==> src/rtl/alu_mc.sv <==
// alu_mc: registered multi-cycle ALU with PSW flags, decimal adjust and iterative MUL/DIV.
// Define ALU_MC_DIV_EN to build the restoring divider; otherwise DIV is a single-cycle stub.
module alu_mc #(
  parameter int WIDTH = 8
) (
  input  logic             clk,
  input  logic             rst_n,
  input  logic             start,
  input  logic [4:0]       alu_op,
  input  logic [WIDTH-1:0] a_data,
  input  logic [WIDTH-1:0] b_data,
  input  logic             c_in,
  input  logic             ac_in,
  output logic             busy,
  output logic             done,
  output logic [WIDTH-1:0] ans,
  output logic [WIDTH-1:0] ans_hi,
  output logic             c_out,
  output logic             ac_out,
  output logic             ov_out,
  output logic [2:0]       flag_we
);

  localparam int M  = WIDTH - 1;
  localparam int CW = $clog2(WIDTH);

  localparam logic [4:0] OP_ADD  = 5'h00, OP_ADDC = 5'h01, OP_SUBB = 5'h02, OP_INC  = 5'h03,
                         OP_DEC  = 5'h04, OP_MUL  = 5'h05, OP_DIV  = 5'h06, OP_DA   = 5'h07,
                         OP_ANL  = 5'h08, OP_ORL  = 5'h09, OP_XRL  = 5'h0A, OP_CPL  = 5'h0B,
                         OP_SETB = 5'h0C, OP_CLR  = 5'h0D, OP_RL   = 5'h0E, OP_RR   = 5'h0F,
                         OP_RLC  = 5'h10, OP_RRC  = 5'h11, OP_SWAP = 5'h12;

  typedef enum logic [1:0] {S_IDLE, S_ITER, S_DONE} state_t;

  state_t           state_q, state_d;
  logic [CW-1:0]    cnt_q;
  logic [WIDTH-1:0] b_q, hi_q, lo_q, hi_d, lo_d;
  logic             ac_in_q;
  logic [WIDTH-1:0] ans_q, ans_hi_q;
  logic             c_q, ac_q, ov_q;
  logic [2:0]       we_q;
`ifdef ALU_MC_DIV_EN
  logic             is_div_q;
`endif

  logic             accept, iter_op, last_iter;
  logic [WIDTH-1:0] s_ans, s_hi;
  logic             s_cy, s_ac, s_ov;
  logic [2:0]       s_we;
  logic [WIDTH:0]   add_w, mul_sum;
  logic [8:0]       da_v1;
  logic [7:0]       da_v2;

  assign accept    = start && (state_q != S_ITER);
  assign last_iter = (cnt_q == CW'(WIDTH - 1));
`ifdef ALU_MC_DIV_EN
  assign iter_op   = (alu_op == OP_MUL) || ((alu_op == OP_DIV) && (b_data != '0));
`else
  assign iter_op   = (alu_op == OP_MUL);
`endif

  always_ff @(posedge clk) begin
    if (!rst_n) state_q <= S_IDLE;
    else        state_q <= state_d;
  end

  // DONE samples start exactly like IDLE so back-to-back operations lose no cycle.
  always_comb begin
    state_d = state_q;
    case (state_q)
      S_ITER:  if (last_iter) state_d = S_DONE;
      default: state_d = start ? (iter_op ? S_ITER : S_DONE) : S_IDLE;
    endcase
  end

  always_comb begin
    busy = (state_q == S_ITER);
    done = (state_q == S_DONE);
  end

  always_comb begin
    s_ans = '0;
    s_hi  = '0;
    s_cy  = c_in;
    s_ac  = ac_in;
    s_ov  = 1'b0;
    s_we  = 3'b000;
    add_w = '0;
    da_v1 = '0;
    da_v2 = '0;
    case (alu_op)
      OP_ADD, OP_ADDC: begin
        add_w = {1'b0, a_data} + {1'b0, b_data} + {{WIDTH{1'b0}}, (alu_op == OP_ADDC) & c_in};
        s_ans = add_w[M:0];
        s_cy  = add_w[WIDTH];
        s_ac  = a_data[4] ^ b_data[4] ^ add_w[4];
        s_ov  = (a_data[M] == b_data[M]) && (add_w[M] != a_data[M]);
        s_we  = 3'b111;
      end
      OP_SUBB: begin
        add_w = {1'b0, a_data} - {1'b0, b_data} - {{WIDTH{1'b0}}, c_in};
        s_ans = add_w[M:0];
        s_cy  = add_w[WIDTH];
        s_ac  = a_data[4] ^ b_data[4] ^ add_w[4];
        s_ov  = (a_data[M] != b_data[M]) && (add_w[M] != a_data[M]);
        s_we  = 3'b111;
      end
      OP_INC:  s_ans = a_data + WIDTH'(1);
      OP_DEC:  s_ans = a_data - WIDTH'(1);
      OP_DIV: begin
        // Reaches here only for B=0 or when the divider is not built.
        s_cy = 1'b0;
        s_ov = 1'b1;
        s_we = 3'b101;
`ifdef ALU_MC_DIV_EN
        s_hi = a_data;
`endif
      end
      OP_DA: begin
        da_v1 = {1'b0, a_data[7:0]};
        if ((a_data[3:0] > 4'd9) || ac_in) da_v1 = da_v1 + 9'h006;
        da_v2 = da_v1[7:0];
        if ((da_v1[7:4] > 4'd9) || c_in || da_v1[8]) begin
          da_v2 = da_v1[7:0] + 8'h60;
          s_cy  = 1'b1;
        end
        s_ans      = a_data;
        s_ans[7:0] = da_v2;
        s_we       = 3'b100;
      end
      OP_ANL:  s_ans = a_data & b_data;
      OP_ORL:  s_ans = a_data | b_data;
      OP_XRL:  s_ans = a_data ^ b_data;
      OP_CPL:  s_ans = ~a_data;
      OP_SETB: s_ans = WIDTH'(1);
      OP_CLR:  s_ans = '0;
      OP_RL:   s_ans = {a_data[M-1:0], a_data[M]};
      OP_RR:   s_ans = {a_data[0], a_data[M:1]};
      OP_RLC: begin
        s_ans = {a_data[M-1:0], c_in};
        s_cy  = a_data[M];
        s_we  = 3'b100;
      end
      OP_RRC: begin
        s_ans = {c_in, a_data[M:1]};
        s_cy  = a_data[0];
        s_we  = 3'b100;
      end
      OP_SWAP: s_ans = {a_data[WIDTH/2-1:0], a_data[M:WIDTH/2]};
      default: begin
        s_cy = 1'b0;
        s_ac = 1'b0;
      end
    endcase
  end

  // One iteration step: {hi,lo} is the product shift register or the remainder/quotient pair.
  always_comb begin
    mul_sum = {1'b0, hi_q} + (lo_q[0] ? {1'b0, b_q} : '0);
    hi_d    = mul_sum[WIDTH:1];
    lo_d    = {mul_sum[0], lo_q[M:1]};
`ifdef ALU_MC_DIV_EN
    if (is_div_q) begin
      if ({hi_q, lo_q[M]} >= {1'b0, b_q}) begin
        hi_d = {hi_q[M-1:0], lo_q[M]} - b_q;
        lo_d = {lo_q[M-1:0], 1'b1};
      end else begin
        hi_d = {hi_q[M-1:0], lo_q[M]};
        lo_d = {lo_q[M-1:0], 1'b0};
      end
    end
`endif
  end

  always_ff @(posedge clk) begin
    if (!rst_n) begin
      cnt_q    <= '0;
      b_q      <= '0;
      hi_q     <= '0;
      lo_q     <= '0;
      ac_in_q  <= 1'b0;
      ans_q    <= '0;
      ans_hi_q <= '0;
      c_q      <= 1'b0;
      ac_q     <= 1'b0;
      ov_q     <= 1'b0;
      we_q     <= 3'b000;
`ifdef ALU_MC_DIV_EN
      is_div_q <= 1'b0;
`endif
    end else if (accept) begin
      cnt_q   <= '0;
      b_q     <= b_data;
      hi_q    <= '0;
      lo_q    <= a_data;
      ac_in_q <= ac_in;
`ifdef ALU_MC_DIV_EN
      is_div_q <= (alu_op == OP_DIV);
`endif
      if (!iter_op) begin
        ans_q    <= s_ans;
        ans_hi_q <= s_hi;
        c_q      <= s_cy;
        ac_q     <= s_ac;
        ov_q     <= s_ov;
        we_q     <= s_we;
      end
    end else if (state_q == S_ITER) begin
      cnt_q <= cnt_q + CW'(1);
      hi_q  <= hi_d;
      lo_q  <= lo_d;
      if (last_iter) begin
        ans_q    <= lo_d;
        ans_hi_q <= hi_d;
        c_q      <= 1'b0;
        ac_q     <= ac_in_q;
`ifdef ALU_MC_DIV_EN
        ov_q     <= !is_div_q && (hi_d != '0);
`else
        ov_q     <= (hi_d != '0);
`endif
        we_q     <= 3'b101;
      end
    end
  end

  assign ans     = ans_q;
  assign ans_hi  = ans_hi_q;
  assign c_out   = c_q;
  assign ac_out  = ac_q;
  assign ov_out  = ov_q;
  assign flag_we = we_q;

endmodule
==> config.mk <==
export PLATFORM = sky130hd
export DESIGN_NAME = alu_mc
export DESIGN_NICKNAME = d
export VERILOG_FILES = /design/src/rtl/alu_mc.sv
export SDC_FILE = /design/constraint.sdc
export NUM_CORES = 1
export LEC_CHECK = 0
export ABC_AREA = 0
export CAP_MARGIN = 20
export CORE_ASPECT_RATIO = 0.8
export CORE_MARGIN = 8
export CORE_UTILIZATION = 45
export DETAILED_ROUTE_END_ITERATION = 7
export PLACE_DENSITY = 0.7
export SLEW_MARGIN = 20
export SYNTH_ARGS = -nofsm -noshare
export SYNTH_HDL_FRONTEND = slang
export SYNTH_SLANG_ARGS = --single-unit
==> constraint.sdc <==
create_clock -name clk -period 4.4 [get_ports clk]
set_input_delay 0.44 -clock clk [delete_from_list [all_inputs] [get_ports clk]]
set_output_delay 0.44 -clock clk [all_outputs]
set_load 0.05 [all_outputs]
### After elaboration in Yosys (flattened, before gate mapping)

Index checks and enable logic that the tools add are counted.

| storage, ports and cells | value |
|---|---|
| flip-flop bits (word level) | 52 |
| output and inout bits | 24 |
| logic and storage cells | 118 |

| operators by class | value |
|---|---|
| add/sub/neg operators | 10 |
| $lt $le $gt $ge | 2 |
| equal/unequal tests | 28 |
| multiplexer cells | 40 |
| bitwise logic cells | 9 |
| reductions and logical operators | 17 |

Operators by type and width:

| kind | count |
|---|---|
| one-hot mux 8 bit (15 select lines) | 1 |
| 2-to-1 mux 8 bit | 12 |
| == test 5 x 4 -> 1 bit, second input constant | 8 |
| == test 5 x 3 -> 1 bit, second input constant | 4 |
| adder 8 x 8 -> 9 bit | 2 |
| 2-to-1 mux 9 bit | 2 |
| == test 5 bit, second input constant | 3 |
| OR reduction 15 bit | 1 |
| 2-to-1 mux 1 bit | 13 |
| 2-to-1 mux 3 bit | 4 |
| OR reduction 11 bit | 1 |
| == test 5 x 2 -> 1 bit, second input constant | 2 |
| adder 8 x 3 -> 9 bit, second input constant | 1 |
| adder 9 x 1 -> 9 bit | 1 |
| one-hot mux 3 bit (3 select lines) | 1 |
| subtractor 8 x 8 -> 9 bit | 1 |
| subtractor 9 x 1 -> 9 bit | 1 |
| adder 8 x 1 -> 8 bit, second input constant | 1 |
| adder 8 x 7 -> 8 bit, second input constant | 1 |
| AND 8 bit | 1 |
| greater-than comparator 4 bit, second input constant | 2 |
| 2-to-1 mux 2 bit | 4 |
| NOT 8 bit | 1 |
| OR 8 bit | 1 |
| other kinds (24) | 37 |

### Logic depth before layout (Yosys ltp)

Gate-level depths: netlist of run 1.

| depth | value |
|---|---|
| word-level depth | 11 |
| gate-level depth with buffers | 13 |

### Worst setup path after synthesis of run 1

Ideal clock, no wire load.

| path | value |
|---|---|
| path kind | input to register |
| start | input port alu_op[1] |
| end | register ans_q[6] (netlist: ans[6]) |
| setup time | 0.127 ns |
| arrival | 3.062 ns |
| required time | 4.273 ns |
| slack | 1.212 ns |
| stages on the path | 13 |
| path buffers | 2 |
| cells stage by stage | buf_2 -> buf_1 -> nor3_1 -> nand3_1 -> fa_1 -> fa_1 -> inv_1 -> a21o_1 -> a21oi_1 -> o21a_1 -> xnor2_1 -> a221oi_1 -> a31oi_1 |

| between the ends | value |
|---|---|
| word-level cells in the longest chain between the ends | 6 |
| elaborated cells on any way between the ends | 25 |
| those cells by class | add/sub: 1; eq/ne: 17; mux: 3; bitwise: 1; reduce/logical: 3 |

RTL lines:

| element | line | source |
|---|---|---|
| start: declaration | 9 | `input logic [4:0] alu_op,` |
| == test 5 x 1 -> 1 bit | 91, 93 |  |
| AND 1 bit | 93 | `add_w = {1'b0, a_data} + {1'b0, b_data} + {{WIDTH{1'b0}}, (alu_op == OP_ADDC) & c_in};` |
| adder 9 x 1 -> 9 bit | 93 |  |
| one-hot mux 8 bit (15 select lines) | 91 | `case (alu_op)` |
| 2-to-1 mux 8 bit | 200 | `if (!iter_op) begin` |
| 2-to-1 mux 8 bit | 191 | `end else if (accept) begin` |
| end signal: assignment | 201 | `ans_q <= s_ans;` |
| end signal: assignment | 213 | `ans_q <= lo_d;` |
| end: declaration | 39 | `logic [WIDTH-1:0] ans_q, ans_hi_q;` |

Several ways; a longest one is shown, not always the timed one. The select of a mux whose other input is x is not followed.
A chain may end at the register's enable or synchronous reset.

### Worst setup path after layout of run 1

| path | value |
|---|---|
| start | input port c_in |
| end | register ov_q (netlist: ov_out) |

| between the ends | value |
|---|---|
| word-level cells in the longest chain between the ends | 7 |
| elaborated cells on any way between the ends | 10 |
| those cells by class | add/sub: 2; eq/ne: 2; mux: 3; bitwise: 1; reduce/logical: 2 |

RTL lines:

| element | line | source |
|---|---|---|
| start: declaration | 12 | `input logic c_in,` |
| AND 1 bit | 93 |  |
| adder 9 x 1 -> 9 bit | 93 |  |
| inequality test 1 bit | 97 | `s_ov = (a_data[M] == b_data[M]) && (add_w[M] != a_data[M]);` |
| logical AND 1 bit | 97 |  |
| one-hot mux 1 bit (3 select lines) (*) | 91 |  |
| 2-to-1 mux 1 bit (*) | 200 |  |
| 2-to-1 mux 1 bit (*) | 191 |  |
| end signal: assignment | 205 | `ov_q <= s_ov;` |
| end signal: assignment | 220 | `ov_q <= (hi_d != '0);` |
| end: declaration | 40 | `logic c_q, ac_q, ov_q;` |

Every way passes the cells marked *; elsewhere a longest branch is shown, timed or not. The select of a mux whose other input is x is not followed.

==> reports/qor.csv, run 1 <==
metric,value,unit
vias_per_cell,6.16,
chipWidth,131,um
cp-start-kind,input port,
cts_num_sinks,52,
power_density,235,mW/mm2
fin_worst_skew,0.00652,ns
final_antenna_net_count,0,
clock_path_buffers,2,
globalplace.congestion,0.991,
crit_type,in -> reg,
root_buffer,clkbuf_16,
ys_seq_area_share,21.7,%
endpoint_kind,flop,
fin_area,0.00561,mm2
crit_required,4.60,ns
ff_latch_area,0.00104,mm2
syn-cell-area,0.00480,mm2
synth-seq-cells,52,
leakage,2.37,nW
cap_viol_max_count,0,
synth-adder-area-share,15.0,%
nets,740,
fin_crit_sh,79.5,%
fin_crit,3.50,ns
outcome,finished clean,
drt_iter0_markers,682,
postRouteWirelength,17.1,mm
path_max_fanout,6,
globalRouteOverflowTotal,0,
track_usage,23.1,%
start_util,46.5,%
synth-edff-count,0,
syn_nets,696,
synthMuxAreaShare,3.34,%
area_growth,16.9,%
synth_compound_area_share,29.7,%
synth_top_family_by_area,compound AO/OA/AOI/OAI gates,
vias,4924,
numPortBuffers,49,
grt_pass1_wl,26.4,mm
nFillCells,976,
die_h,108,um
dpl_cell_area,0.00548,mm2
hpwlAfterDp,13.1,mm
final_cell_mix,"nand2_1 (83), dfxtp_1 (52), clkdlybuf4s50_1 (49)",
antenna_found_initial,0,
multi_input_area,0.00348,mm2
die_area,0.0142,mm2
max_freq,286,MHz
hold_violations,0,
netlist_instances,616,
dr.pass1.iters,5,
cts_tree,yes,
yosys_warnings,0,
tightest_slew,0.808,ns
wl_per_cell,21.3,um
core-area,0.0103,mm2
synth-simple-area-share,19.1,%
hp-class,reg -> reg,
peakVddDrop,0.158,mV
n_antenna_cell,0,
relSlewSlack,46.1,%
clk_pin_slew,0.06,ns
ctsHoldBuffers,0,
post_cts_buffers,0,
cts-resized-gates,0,
setup-tns-final,0,ns
drc,0,
synthFlopType,dfxtp_1,
hold_ws,0.459,ns
cts_made_buffers,5,
clock_latency,0.29,ns
cts.htree.levels,2,
mostFrequentLayoutCell,nand2_1,
slew_viol_final,0,
grt_max_degree,44,
rsz0062_at_grt,no,
grt_pass1_vias,4617,
synth_xor_area_share,5.29,%
arrival,3.70,ns
postSynth.asyncResetShare,0,%
ioPinCount,50,
drive_above_1_share,5.61,%
syn_area_per_cell,7.79,um2
setup_viol,0,
ys_types,69,
num_rows,33,
-- per-layer routing --
layer	share of wire (%)	routed length, um	up-vias	GRT usage [%]
met1	47	8030	2325	33.3
met4	1.9	332	0	6.13
met5	0	0	-	0
met2	40	6860	255	32.8
li1	-	-	2311	-
met3	11	1840	33	6.44
-- registers in the layout, summed over array words and instances (netlist names) --
register and cells:
cnt_q 3, ans 8, c_out 1, ac_out 1
flag_we 3, ov_out 1, lo_q 8, ac_in_q 1
hi_q 8, b_q 8, state_q 2, ans_hi 8
-- through the flow --
| step | instances | utilization [%] | power, mW | setup WS [ns] |
|---|---|---|---|---|
| after global placement | 793 | 53.1 | 0.943 | 0.745 |
| after floorplan | 616 | - | 0.789 | 1.21 |
| final | 800 | 54.4 | 1.32 | 0.901 |
| after CTS | 800 | 54.4 | 1.31 | 0.948 |
| after detailed placement | 793 | 53.1 | 0.941 | 0.661 |
| after global routing | 800 | 54.4 | 1.38 | 0.602 |
-- critical path, stage by stage --
cell and delay, ns:
clkdlybuf4s50_1 0.62, inv_1 0.14, fa_1 0.58, inv_1 0.07, ha_1 0.19, o2111ai_1 0.20, o211ai_1 0.20, o31ai_1 0.65
mux2i_1 0.26, a31oi_1 0.10, a311oi_1 0.25
-- Yosys cell counts, drive strengths merged (9+ instances only) --
library cell / count / area share (%)
a22oi: 10 / 1.6
o21a: 9 / 1.4
nor3: 11 / 1.5
o22ai: 10 / 1.3
xnor2: 21 / 3.8
a211oi: 10 / 1.6
nand2: 83 / 6.5
clkbuf: 17 / 1.3
a21oi: 39 / 4.1
dfxtp: 52 / 22
o21ai: 32 / 3.3
nor2: 40 / 3.1
mux2i: 16 / 3.3
inv: 36 / 2.8
nor2b: 16 / 2.1
buf: 16 / 1.7
a21boi: 10 / 1.6
ha: 48 / 13
and2: 16 / 2.1
o211ai: 10 / 1.6
o211a: 9 / 1.9
-- report_power, final --
part           switching, mW  internal [mW]
clock network          0.166          0.207
registers             0.0118          0.488
logic                  0.273          0.172
total                  0.451          0.866
-- worst paths after layout --
path,cells past startpoint,slack (ns),end,start
hold reg to reg,2,0.46,b_q[6],b_q[6]
hold / removal,2,0.46,b_q[6],b_q[6]
setup reg to reg,11,1.63,ov_out,lo_q[0]
setup / recovery,11,0.90,ov_out,c_in
-- kinds of logic after synthesis --
family          count (synthesis)
compound gates                201
xor+xnor                       29
fa+ha+maj                      54
buf+inv                        69
flops                          52
mux                            16
simple gates                  195
-- layout make-up --
cell class / instances / area share (%)
timing repair buffer: 70 / 11.5
multi-input combinational: 495 / 62.0
inverter: 36 / 2.41
tap: 140 / 3.12
sequential: 52 / 18.6
clock buffer: 6 / 2.30
clock inverter: 1 / 0.0892
(Power assumes the default switching activity.)
==> run 2, diff against run 1 <==
--- a/config.mk
+++ b/config.mk
@@ -11,7 +11,7 @@
 export CORE_MARGIN = 8
 export CORE_UTILIZATION = 45
 export DETAILED_ROUTE_END_ITERATION = 7
-export PLACE_DENSITY = 0.7
+export PLACE_DENSITY = 0.72
 export SLEW_MARGIN = 20
 export SYNTH_ARGS = -nofsm -noshare
 export SYNTH_HDL_FRONTEND = slang
==> constraint.sdc (replaced) <==
create_clock -name clk -period 3.1 [get_ports clk]
set_input_delay 0.31 -clock clk [delete_from_list [all_inputs] [get_ports clk]]
set_output_delay 0.31 -clock clk [all_outputs]
set_load 0.05 [all_outputs]
==> reports/qor.csv, run 2 (same netlist as run 1, synthesis figures left out) <==
metric,value,unit
cts_num_sinks,52,
fin_worst_skew,0.00587,ns
critPathMaxStageDelay,0.49,ns
hold_ws,0.461,ns
drc,0,
drive_above_1_share,13.4,%
fin_crit,2.98,ns
n_antenna_cell,0,
dp.cells,842,
peakVddDrop,0.220,mV
clock_latency,0.30,ns
endpoint_kind,flop,
core-area,0.0103,mm2
power_density,326,mW/mm2
tightest_slew,0.635,ns
path_max_fanout,2,
area_growth,25.8,%
utilization,58.5,%
hp-class,reg -> reg,
cpMostUsedCell,fa_1,
grt_max_degree,43,
cts.htree.levels,2,
grt_pass1_wl,27.1,mm
setup_viol,0,
leakage,2.62,nW
grt_pass1_vias,4914,
path_buf_inv,2,
vias,5151,
wl_per_cell,20.3,um
die_area,0.0142,mm2
arrival,3.17,ns
globalplace.congestion,1.09,
nFillCells,964,
die_h,108,um
postRouteWirelength,17.2,mm
ioPinCount,50,
vias_per_cell,6.06,
crit_family,compound AO/OA/AOI/OAI gates,
crit_type,in -> reg,
dr.pass1.iters,5,
clock_path_buffers,2,
cts_made_buffers,5,
antenna_found_initial,0,
chipWidth,131,um
track_usage,23.8,%
hold_violations,0,
outcome,finished clean,
slew_viol_final,0,
root_buffer,clkbuf_16,
cts_tree,yes,
relSlewSlack,56.6,%
num_rows,33,
fin_crit_sh,96.0,%
cap_viol_max_count,0,
cp-start-kind,input port,
numPortBuffers,49,
nets,789,
finalPower,1.97,mW
start_util,46.5,%
crit_required,3.29,ns
final_antenna_net_count,0,
max_freq,336,MHz
final_cell_mix,"nand2_1 (83), buf_4 (69), dfxtp_1 (52)",
hpwlAfterDp,13.6,mm
worstPathCellList,"clkdlybuf4s50_1, inv_1, fa_1, fa_1, or2_2, a21oi_2, o21ai_0, a31oi_1, xnor2_1, nor2_1, o311a_1",
mostFrequentLayoutCell,nand2_1,
drt_iter0_markers,699,
clk_pin_slew,0.07,ns
globalRouteOverflowTotal,0,
crit_slowest_cell,clkdlybuf4s50_1,
fin_cells,850,
[run 2: cell count changes in the layout (fill, tap and decap cells not counted), sizes merged]
cell	before	now
clkbuf	6	7
clkinv	1	0
buf	21	70
clkinvlp	0	1
[run 2: worst reg2reg max path: stages, from the launching register on]
cell and delay, ns:
dfxtp_1 0.54, and2_1 0.22, ha_1 0.20, inv_1 0.07, fa_1 0.40, nor2b_1 0.19, o211ai_1 0.10, nand2_1 0.08
a21oi_1 0.09, xnor2_1 0.21, and4b_1 0.22, a311oi_1 0.24
[run 2: where the power goes]
group	internal [mW]	switching (mW)	leakage [nW]	total, mW
clock network	0.322	0.245	0.0701	0.567
logic	0.296	0.394	2.12	0.690
registers	0.692	0.0171	0.424	0.709
total	1.31	0.656	2.62	1.97
[run 2: stage by stage]
| stage | setup TNS [ns] | area [um2] | setup WS [ns] |
|---|---|---|---|
| 5_1_grt | -0.00753 | 6040 | -0.00753 |
| 3_3_place_gp | -0.575 | 5860 | -0.147 |
| 4_1_cts | 0 | 6010 | 0.0174 |
| 3_5_place_dp | -1.35 | 5860 | -0.261 |
| 2_1_floorplan | 0 | 4800 | 0.0415 |
| 6_report | 0 | 6040 | 0.123 |
[run 2: final cells by class]
class                   instances  area (um2)  area share (%)
clock buffers                   7         143            2.36
clock inverters                 1        7.51           0.124
inverters                      36         135            2.24
multi-input cells             495        3510            58.1
flip-flops and latches         52        1040            17.2
well taps                     140         175            2.90
repair buffers                119        1030            17.0
[run 2: path summary, 6_finish.rpt]
kind	endpoint	startpoint	slack [ns]	cells after the start
min	b_q[5]	b_q[5]	0.46	2
max	c_out	b_data[0]	0.12	11
max reg2reg	ov_out	lo_q[0]	0.45	11
min reg2reg	b_q[5]	b_q[5]	0.46	2
[run 2: repair_timing]
item                                    CTS  global route
endpoints found under the setup margin    0             6
buffers inserted                          0             0
hold buffers                              0             0
gates resized for setup                   0             8
[run 2: routing by layer]
metal	share of wire (%)	vias to the layer above	track usage, %
met3	8.7	38	6.35
met5	0	-	0
met2	43	259	36.2
li1	-	2411	-
met4	2.4	0	7.69
met1	46	2443	32.1
==> run 3, diff against run 2 <==
--- a/config.mk
+++ b/config.mk
@@ -10,8 +10,10 @@
 export CORE_ASPECT_RATIO = 0.8
 export CORE_MARGIN = 8
 export CORE_UTILIZATION = 45
+export CTS_CLUSTER_DIAMETER = 30
 export DETAILED_ROUTE_END_ITERATION = 7
 export PLACE_DENSITY = 0.72
+export REMOVE_ABC_BUFFERS = 1
 export SLEW_MARGIN = 20
 export SYNTH_ARGS = -nofsm -noshare
 export SYNTH_HDL_FRONTEND = slang
==> reports/qor.csv, run 3 (same netlist as run 1, synthesis figures left out) <==
metric,value,unit
outcome,finished clean,
cts.htree.levels,2,
nFillCells,948,
endpoint_kind,flop,
multi_input_area,0.00351,mm2
path_max_fanout,3,
grt_pass1_vias,5031,
root_buffer,clkbuf_16,
slew_viol_final,0,
cp-startpoint,b_data[0],
cp-start-kind,input port,
die_area,0.0142,mm2
core-area,0.0103,mm2
drive_above_1_share,13.8,%
globalRouteOverflowTotal,0,
reg2regPathDepth,11,
worstPathCellList,"clkdlybuf4s50_1, inv_2, fa_1, fa_1, or2_2, a21oi_2, o21ai_0, a31oi_1, xnor2_1, nor2_1, o311a_1",
wl_per_cell,20.5,um
leakage,2.63,nW
cts_num_sinks,52,
clk_pin_slew,0.07,ns
post_cts_buffers,0,
track_usage,24.4,%
r2r_setup_slack,0.41,ns
area_growth,26.0,%
drc,0,
final_cell_mix,"nand2_1 (83), buf_4 (71), dfxtp_1 (52)",
crit_required,3.29,ns
ioPinCount,50,
ctsHoldBuffers,0,
crit_slowest_cell,clkdlybuf4s50_1,
final_antenna_net_count,0,
crit_type,in -> reg,
clock_path_buffers,2,
num_rows,33,
setup_viol,0,
fin_area,0.00605,mm2
hold_violations,0,
chipWidth,131,um
reg2reg_from,lo_q[0],
hpwlAfterDp,14.0,mm
cap_viol_max_count,0,
relSlewSlack,50.3,%
fin_crit,3.01,ns
cpMostUsedCell,fa_1,
numPortBuffers,49,
power_density,326,mW/mm2
globalplace.congestion,0.983,
grt_pass1_wl,27.8,mm
critPathMaxStageDelay,0.55,ns
cts-resized-gates,0,
ff_latch_area,0.00104,mm2
cts_tree,yes,
r2r_end,ov_out,
tightest_slew,0.733,ns
rsz0062_at_grt,no,
postRouteWirelength,17.5,mm
fin_worst_skew,0.00341,ns
die_h,108,um
dr.pass1.iters,5,
arrival,3.20,ns
vias_per_cell,5.96,
start_util,46.5,%
dpl_cell_area,0.00587,mm2
hp-class,reg -> reg,
antenna_found_initial,0,
peakVddDrop,0.195,mV
utilization,58.6,%
drt_iter0_markers,347,
clock_latency,0.30,ns
mostFrequentLayoutCell,nand2_1,
fin_crit_sh,97.1,%
vias,5078,
grt_max_degree,34,
nets,791,
n_antenna_cell,0,
crit_end,c_out,
max_freq,332,MHz
cts_made_buffers,5,
==> run 3: critical path, delay by kind of cell <==
kind / cells / cell delay, ns
XOR/XNOR: 1 / 0.14
buffers and inverters: 2 / 0.65
adder cells (fa/ha/maj): 2 / 0.87
AND/OR/NAND/NOR: 2 / 0.39
AO/OA/AOI/OAI: 4 / 0.83
==> run 3: power by group <==
part	switching, mW	internal, mW
Sequential	0.0178	0.692
Clock	0.264	0.298
Combinational	0.400	0.299
==> run 3: routing by layer <==
metal | GRT usage (%) | up-vias | wire length [um]
li1 | - | 2417 | -
met2 | 37.2 | 208 | 7500
met4 | 6.05 | 0 | 256
met5 | 0 | - | 0
met1 | 34.0 | 2427 | 8270
met3 | 5.70 | 26 | 1470
==> run 3: area by class of cell <==
cell class / count / share of cell area (%)
Sequential cell: 52 / 17.2
Inverter: 36 / 2.24
Tap cell: 140 / 2.90
Timing Repair Buffer: 121 / 17.3
Clock buffer: 5 / 2.07
Clock inverter: 3 / 0.310
Multi-Input combinational cell: 495 / 58.0
==> run 3: how the worst min path moves through the flow <==
stage / slack [ns] / from / depth (start not counted) / end
after global placement: 0.45 / cnt_q[2] / 2 / cnt_q[2]
after detailed placement: 0.45 / b_q[0] / 2 / b_q[0]
after global routing: 0.49 / b_q[7] / 2 / b_q[7]
after floorplan: 0.42 / rst_n / 2 / ans[1]
after CTS: 0.46 / b_q[0] / 2 / b_q[0]
final: 0.46 / b_q[0] / 2 / b_q[0]
==> run 3: stage by stage <==
stage	total power [mW]	setup slack, ns	hold slack (ns)	cells	TNS (ns)
finish	1.97	0.0899	0.461	852	0
global route	2.06	0.00545	0.487	852	0
CTS	1.95	0.0258	0.463	852	0
detailed placement	1.40	-0.288	0.453	844	-1.26
global placement	1.38	-0.212	0.447	844	-0.742
floorplan	1.09	0.145	0.419	583	0
